<file path="src/rtl/mux_select_pipe.sv">
// mux_select_pipe: registered N-channel operand multiplexer.
// Each input channel has a valid/ready handshake. A single output register
// feeds a consumer that may stall. The grant comes either from an explicit
// channel index or from a round-robin search starting at rr_ptr.
module mux_select_pipe #(
    parameter int WIDTH     = 16,
    parameter int CHANNELS  = 4,
    parameter int SEL_WIDTH = 2
) (
    input  logic                      in_clk,
    input  logic                      in_reset,
    input  logic [CHANNELS*WIDTH-1:0] in_data,
    input  logic [CHANNELS-1:0]       in_valid,
    output logic [CHANNELS-1:0]       ou_ready,
    input  logic [SEL_WIDTH-1:0]      in_select,
    input  logic                      in_mode,
    output logic [WIDTH-1:0]          ou_result,
    output logic [SEL_WIDTH-1:0]      ou_channel,
    output logic                      ou_valid,
    input  logic                      in_ready
);

    logic [WIDTH-1:0]     result_q, result_d;
    logic [SEL_WIDTH-1:0] channel_q, channel_d;
    logic                 valid_q, valid_d;
    logic [SEL_WIDTH-1:0] rr_ptr_q, rr_ptr_d;

    logic                 can_accept;
    logic                 grant_ok;
    logic [SEL_WIDTH-1:0] grant_sel;
    logic [SEL_WIDTH-1:0] rr_cand;
    logic [WIDTH-1:0]     grant_data;
    logic                 transfer;

    // The output slot is free when empty, or when it is drained this cycle.
    always_comb begin
        can_accept = !in_reset && (!valid_q || in_ready);
    end

    // Grant selection: explicit index, or the first valid channel from rr_ptr.
    always_comb begin
        grant_ok  = 1'b0;
        grant_sel = '0;
        rr_cand   = '0;
        if (!in_mode) begin
            // Out-of-range indices (non power-of-two CHANNELS) get no grant.
            if (int'(in_select) < CHANNELS) begin
                grant_ok  = 1'b1;
                grant_sel = in_select;
            end
        end else begin
            // Walk offsets from far to near so the nearest valid channel wins.
            for (int k = CHANNELS - 1; k >= 0; k--) begin
                rr_cand = SEL_WIDTH'((int'(rr_ptr_q) + k) % CHANNELS);
                if (in_valid[rr_cand]) begin
                    grant_ok  = 1'b1;
                    grant_sel = rr_cand;
                end
            end
        end
    end

    // Ready is one-hot on the granted channel; in explicit mode it ignores in_valid.
    always_comb begin
        ou_ready   = '0;
        grant_data = '0;
        for (int i = 0; i < CHANNELS; i++) begin
            if (SEL_WIDTH'(i) == grant_sel) begin
                ou_ready[i] = grant_ok && can_accept;
                grant_data  = in_data[i*WIDTH +: WIDTH];
            end
        end
    end

    // A transfer needs both sides of the granted handshake.
    always_comb begin
        transfer = |(ou_ready & in_valid);
    end

    // Next state: load on transfer (also covers drain+load), clear valid on a bare drain.
    always_comb begin
        result_d  = result_q;
        channel_d = channel_q;
        valid_d   = valid_q;
        rr_ptr_d  = rr_ptr_q;
        if (transfer) begin
            result_d  = grant_data;
            channel_d = grant_sel;
            valid_d   = 1'b1;
            if (in_mode) begin
                rr_ptr_d = SEL_WIDTH'((int'(grant_sel) + 1) % CHANNELS);
            end
        end else if (valid_q && in_ready) begin
            valid_d = 1'b0;
        end
    end

    // State registers with synchronous reset; reset discards any held result.
    always_ff @(posedge in_clk) begin
        if (in_reset) begin
            result_q  <= '0;
            channel_q <= '0;
            valid_q   <= 1'b0;
            rr_ptr_q  <= '0;
        end else begin
            result_q  <= result_d;
            channel_q <= channel_d;
            valid_q   <= valid_d;
            rr_ptr_q  <= rr_ptr_d;
        end
    end

    // Outputs come straight from the register, so no input reaches them combinationally.
    always_comb begin
        ou_result  = result_q;
        ou_channel = channel_q;
        ou_valid   = valid_q;
    end

endmodule

</file>
<file path="config.mk">
export PLATFORM = sky130hd
export DESIGN_NAME = mux_select_pipe
export DESIGN_NICKNAME = d
export VERILOG_FILES = /design/src/rtl/mux_select_pipe.sv
export SDC_FILE = /design/constraint.sdc
export NUM_CORES = 1
export LEC_CHECK = 0
export BUFFER_PORTS_ARGS = -buffer_cell sky130_fd_sc_hd__buf_4
export CAP_MARGIN = 25
export CORE_ASPECT_RATIO = 1.25
export CORE_MARGIN = 2
export CORE_UTILIZATION = 46
export CTS_CLUSTER_DIAMETER = 40
export DETAILED_ROUTE_END_ITERATION = 10
export GPL_TIMING_DRIVEN = 0
export PLACE_DENSITY = 0.87
export SYNTH_ARGS = -nofsm -noshare
export SYNTH_HDL_FRONTEND = slang
export SYNTH_SLANG_ARGS = --single-unit
export TNS_END_PERCENT = 5
</file>
<file path="constraint.sdc">
create_clock -name in_clk -period 4.86 [get_ports in_clk]
set_input_delay 0.972 -clock in_clk [delete_from_list [all_inputs] [get_ports in_clk]]
set_output_delay 0.972 -clock in_clk [all_outputs]
set_load 0.02 [all_outputs]
</file>
==> results of run 1 <==
-- kinds of logic after synthesis --
logic type | Yosys count | share of synthesized area [%]
and+or+nand+nor | 79 | 27.4
muxes | 1 | 0.636
buffers and inverters | 26 | 9.14
DFF | 21 | 26.7
AOI/OAI and AO/OA | 65 | 32.9
adders and majority gates | 4 | 3.18
-- critical path, delay by kind of cell --
kind / cells / cell delay, ns
adder cells (fa/ha/maj): 1 / 0.25
AO/OA/AOI/OAI: 2 / 0.75
AND/OR/NAND/NOR: 2 / 0.36
buffers and inverters: 4 / 0.96
-- cell type report --
type | count | area, um^2 | area share [%]
buffer | 18 | 114 | 4.79
tap | 37 | 46.3 | 1.95
timing repair buffer | 95 | 713 | 30.0
sequential | 21 | 420 | 17.7
inverter | 8 | 30.0 | 1.26
clock buffer | 4 | 45.0 | 1.89
multi-input combinational | 149 | 1010 | 42.5
-- path summary, 6_finish.rpt --
check / slack, ns / from / depth (start not counted) / end
setup reg to reg: 1.40 / rr_ptr_q[0]$_SDFFE_PP0P_ / 13 / ou_result[5]$_SDFFE_PP0P_
hold / removal: 0.50 / ou_result[9]$_SDFFE_PP0P_ / 2 / ou_result[9]$_SDFFE_PP0P_
setup / recovery: 0.59 / in_valid[1] / 9 / ou_ready[3]
hold reg to reg: 0.50 / ou_result[9]$_SDFFE_PP0P_ / 2 / ou_result[9]$_SDFFE_PP0P_
-- sequential cells by signal, indices dropped and copies added (netlist names) --
| name | cells |
|---|---|
| ou_channel | 2 |
| rr_ptr_q | 2 |
| ou_result | 16 |
| ou_valid | 1 |
-- layout by cell type (no fill, tap or decap), types with 2 or more instances in the layout --
cell,n
a211oi_1,6
a211oi_2,11
a21oi_1,19
a221oi_1,15
a22oi_1,3
and2_1,6
buf_2,3
buf_4,95
buf_6,2
clkbuf_1,11
clkbuf_8,3
dfxtp_1,21
ha_1,4
inv_1,8
nand2_1,6
nand2b_1,2
nand3_1,2
nor2_1,18
nor2_2,3
nor2b_1,17
nor3_1,16
nor3b_1,2
o21ai_0,5
or2b_1,2
-- per-layer routing --
| layer | up-vias | global-route usage, % | wire length (um) |
|---|---|---|---|
| li1 | 922 | - | - |
| met1 | 857 | 33.5 | 2090 |
| met2 | 61 | 47.5 | 2720 |
| met3 | 6 | 2.99 | 277 |
| met4 | 0 | 8.47 | 73 |
| met5 | - | 0 | 0 |
-- power by group through the flow --
| stage | sequential [mW] | clock (mW) | combinational, mW |
|---|---|---|---|
| 6_report | 0.202 | 0.113 | 0.283 |
| 3_3_place_gp | 0.204 | 0 | 0.278 |
| 4_1_cts | 0.201 | 0.118 | 0.284 |
| 5_1_grt | 0.203 | 0.125 | 0.310 |
| 3_5_place_dp | 0.205 | 0 | 0.283 |
| 2_1_floorplan | 0.226 | 0 | 0.150 |
-- per-stage QoR --
stage	utilization, %	hold slack [ns]	area, um^2
2_1_floorplan	-	0.495	1570
3_3_place_gp	71.8	0.489	2330
3_5_place_dp	71.8	0.494	2330
4_1_cts	73.1	0.505	2380
5_1_grt	73.1	0.530	2380
6_report	73.1	0.504	2380
==> key figures, run 1 <==
Status
  • Status: complete, no violations

Power and ir drop
  • Comb power frac: 47.4%
  • Design Power: roughly 0.6 mW
  • Int Power: between 0.3 and 0.4 mW
  • Switching share of power: 35.7%
  • Seq pwr share: 33.7%
  • Psw: 0.214 mW
  • Max VDD drop: 0.171 mV
  • Power density over the cells: 252 mW/mm^2
  • Clock network power share: 19.0%
  • Leakage: 1.04 nW

STA
  • Hold Violations, Final: 0
  • Final TNS setup: 0 ns
  • Final setup margin: 0.591 ns
  • RSZ-0062 raised after global routing: false
  • Max_slew headroom: 59.1%
  • Max Slew Vio Count: 0
  • Worst Tran Pin Value: 0.614 ns
  • Tcrit/Tclk final: 87.8%
  • Final setup viols: 0
  • Clock Skews: 0.00299 ns
  • Highest clock rate: 0.234 GHz
  • Min Tclk post-route: 4.27 ns

Global routing
  • First-pass GRT wire length: between 8000 and 9000 um
  • Largest net degree at the start of global routing: 12
  • All-Layer GR Usage: 26.8%
  • Total global routing overflow: 0
  • Vias in the first global route: 1,821
  • Initial antenna violation count: 0

Placement
  • Pre-CTS setup slack: 0.648 ns
  • Inst Count DP: about 330
  • Port Buffer Count: 95
  • HPWL Detailed: 3980 um
  • Placer Congestion: 0.864

Setup path
  • CP Cell Sequence: buf_4, nand2b_1, o2111a_1, a211oi_1, ha_1, clkbuf_1, clkbuf_1, and2_1, buf_4
  • WP data arrival: 3.30 ns
  • Setup crit start kind: input pin
  • Worst Path Required: around 3.9 ns
  • Worst stage delay on the critical path: about 0.49 ns
  • Worst-path fanout max: 10
  • Setup Crit Path Kind: in2out
  • Critical Path End Type: output port
  • Slowest CP cell: a211oi_1

Die
  • Starting Density: 48.4%
  • # IOs: 97
  • Die Area: 0.00391 mm^2
  • Die H: 69.4 um
  • Die Wd: 56.3 um
  • Core Footprint: 0.00325 mm^2
  • Core Rows: 23

Synthesis
  • Mapped Cells: 196
  • Number of synthesized flops with an enable pin: 0
  • Mean area per synthesized cell: between 8 and 9 um^2
  • Seq/Total Area, Yosys: 26.7%
  • Yosys warnings: 0
  • Synth area leaders: dfxtp_1 27%, a211oi_2 8.7%, a221oi_1 8.3%
  • Synthesized flop and latch total: 21
  • Post-synth net total: roughly 270
  • Ys async rst share: 0%
  • Leading area contributor after synthesis: dfxtp_1
  • Most used DFF post-synth: dfxtp_1
  • Post-synth top cells: 21 x dfxtp_1, 19 x a21oi_1, 18 x nor2_1
  • Top-count cell post-synth: dfxtp_1
  • Cell Area, Synth: 0.00157 mm^2
  • Synth top area share: 26.7%
  • Unique cell type count in the Yosys netlist: 37

Clocking
  • CTS clk-pin slew, worst paths: 0.08 ns
  • Skew-Pair Late Insertion Delay: 0.26 ns
  • H-tree levels: 1
  • CTS Hold Buffers Added: 0
  • Post-CTS sizing: 0
  • Maximum clock path buffer count: 2
  • Clock sinks: 21
  • Postcts setup bufs: 0
  • CTS tree: done
  • Clock buffer count from CTS: 3
  • Clock root buffer: clkbuf_8

Final layout
  • Fill count: 271
  • Nets: 374
  • Layout cell share with drive strength beyond 1: around 41%
  • Diode count: 0
  • Synth-to-Final Area Change: 51.1%
  • Post-Layout Cell Count: 332

Routing
  • Routed len/inst: 15.5 um
  • TritonRoute pass-1 iters: 4
  • Total wire length: 5160 um
  • DR DRC count: 0
  • Via count: 1,846
  • Via density: 5.56
  • Antenna-violating nets left: 0
  • DR iter-0 viols: 81

Job
  • Max Cap Violations: 0

Worst hold path
  • Worst min path class: reg2reg
No activity file was read; power rests on OpenSTA's default activity.
==> run 2: changes to the inputs <==
- CORE_UTILIZATION: 46 -> 30
- PLACE_DENSITY: 0.87 -> 0.61
==> key figures, run 2 (synthesized netlist as in run 1, its figures left out) <==
Status
  • Status: complete, no violations

Setup path
  • Setup crit start kind: input pin
  • Worst-path fanout max: 10
  • Critical Path End Type: output port
  • Setup Crit Path Kind: in2out
  • R2R Setup Slk: approximately 1.5 ns
  • Worst Path Required: 3.89 ns
  • WP data arrival: 3.24 ns

Clocking
  • H-tree levels: 1
  • Maximum clock path buffer count: 2
  • Clock buffer count from CTS: 3
  • CTS tree: done
  • Post-CTS sizing: 0
  • Clock sinks: 21
  • CTS clk-pin slew, worst paths: 0.08 ns
  • Postcts setup bufs: 0
  • CTS Hold Buffers Added: 0
  • Clock root buffer: clkbuf_8
  • Skew-Pair Late Insertion Delay: 0.26 ns

Die
  • Core Rows: 29
  • Core Footprint: 0.00508 mm^2
  • Die H: 85.0 um
  • Die Wd: 68.8 um
  • Starting Density: just over 30%
  • Die Area: 0.00585 mm^2
  • # IOs: 97

Final layout
  • Nets: around 370
  • Fill count: between 500 and 600
  • Seq. cell area: 420 um^2
  • Layout cell share with drive strength beyond 1: 41.7%
  • Max FFs per register: 16
  • Synth-to-Final Area Change: 53.2%
  • Commonest non-fill, non-tap cell in the layout: buf_4
  • Most frequent cells in the layout: 95 x buf_4, 21 x dfxtp_1, 19 x a21oi_1
  • Diode count: 0
  • Area taken by multi-input logic gates: 0.00101 mm^2

STA
  • Min Tclk post-route: 4.21 ns
  • Worst hold slack: about 0.5 ns
  • Tcrit/Tclk final: between 80% and 90%
  • Highest clock rate: 0.237 GHz
  • Max Slew Vio Count: 0
  • Worst Tran Pin Value: 0.666 ns
  • Max_slew headroom: 55.6%
  • Clock Skews: 0.00551 ns
  • Hold Violations, Final: 0
  • Final setup viols: 0
  • RSZ-0062 raised after global routing: false
  • Final TNS setup: 0 ns

Job
  • Max Cap Violations: 0

Routing
  • DR iter-0 viols: 66
  • Via count: 1,825
  • DR DRC count: 0
  • Via density: 5.11
  • Routed len/inst: 15.2 um
  • Total wire length: 5440 um
  • TritonRoute pass-1 iters: 4
  • Antenna-violating nets left: 0

Power and ir drop
  • Leakage: 1.04 nW
  • Max VDD drop: about 0.11 mV
  • Power density over the cells: around 250 mW/mm^2

Placement
  • HPWL Detailed: 4230 um
  • Port Buffer Count: 95
  • Placer Congestion: roughly 0.73

Global routing
  • All-Layer GR Usage: 18.7%
  • Vias in the first global route: 1,771
  • Initial antenna violation count: 0
  • First-pass GRT wire length: about 8300 um
  • Total global routing overflow: 0
  • Largest net degree at the start of global routing: 13

Worst hold path
  • Worst min path class: reg2reg
run 2: cell count changes in the layout (fill, tap and decap cells not counted):
cell / previous run / this run
clkinv_2: 0 / 1
clkbuf_1: 11 / 10
run 2: worst paths after layout:
path	from	endpoint	cells after the start
setup / recovery	in_valid[1]	ou_ready[3]	9
hold / removal	ou_result[10]$_SDFFE_PP0P_	ou_result[10]$_SDFFE_PP0P_	2
setup reg to reg	rr_ptr_q[0]$_SDFFE_PP0P_	ou_result[5]$_SDFFE_PP0P_	13
hold reg to reg	ou_result[10]$_SDFFE_PP0P_	ou_result[10]$_SDFFE_PP0P_	2
run 2: stage by stage:
stage / setup WS, ns / area (um^2) / total power [mW] / utilization (%) / cells
after global placement: 0.622 / 2360 / 0.489 / 46.6 / 353
after CTS: 0.606 / 2410 / 0.610 / 47.5 / 357
after global routing: 0.482 / 2410 / 0.645 / 47.5 / 357
after detailed placement: 0.621 / 2360 / 0.492 / 46.6 / 353
final: 0.648 / 2410 / 0.603 / 47.5 / 357
after floorplan: 1.25 / 1570 / 0.376 / - / 196
run 2: power breakdown:
part           internal [mW]  switching, mW  leakage (nW)
combinational          0.136          0.149         0.841
clock                 0.0571         0.0592        0.0255
sequential             0.191         0.0105         0.172
total                  0.384          0.219          1.04
run 2: routing by layer:
metal | GRT usage, % | part of all wire [%] | vias to the layer above
li1 | - | - | 921
met3 | 2.25 | 5.6 | 8
met5 | 0 | 0 | -
met4 | 6.60 | 2.0 | 0
met1 | 24.1 | 42 | 839
met2 | 31.4 | 50 | 57
run 2: cell type report:
cell class,count,share of cell area (%)
inverters,8,1.25
multi-input cells,149,41.9
well taps,62,3.22
clock inverters,1,0.208
flip-flops and latches,21,17.4
clock buffers,3,1.71
plain buffers,18,4.72
repair buffers,95,29.6
run 2: critical path, stage by stage:
cell and delay [ns]:
buf_4 0.14, nand2b_1 0.15, o2111a_1 0.24, a211oi_1 0.43, ha_1 0.24, clkbuf_1 0.29
clkbuf_1 0.42, and2_1 0.21, buf_4 0.14
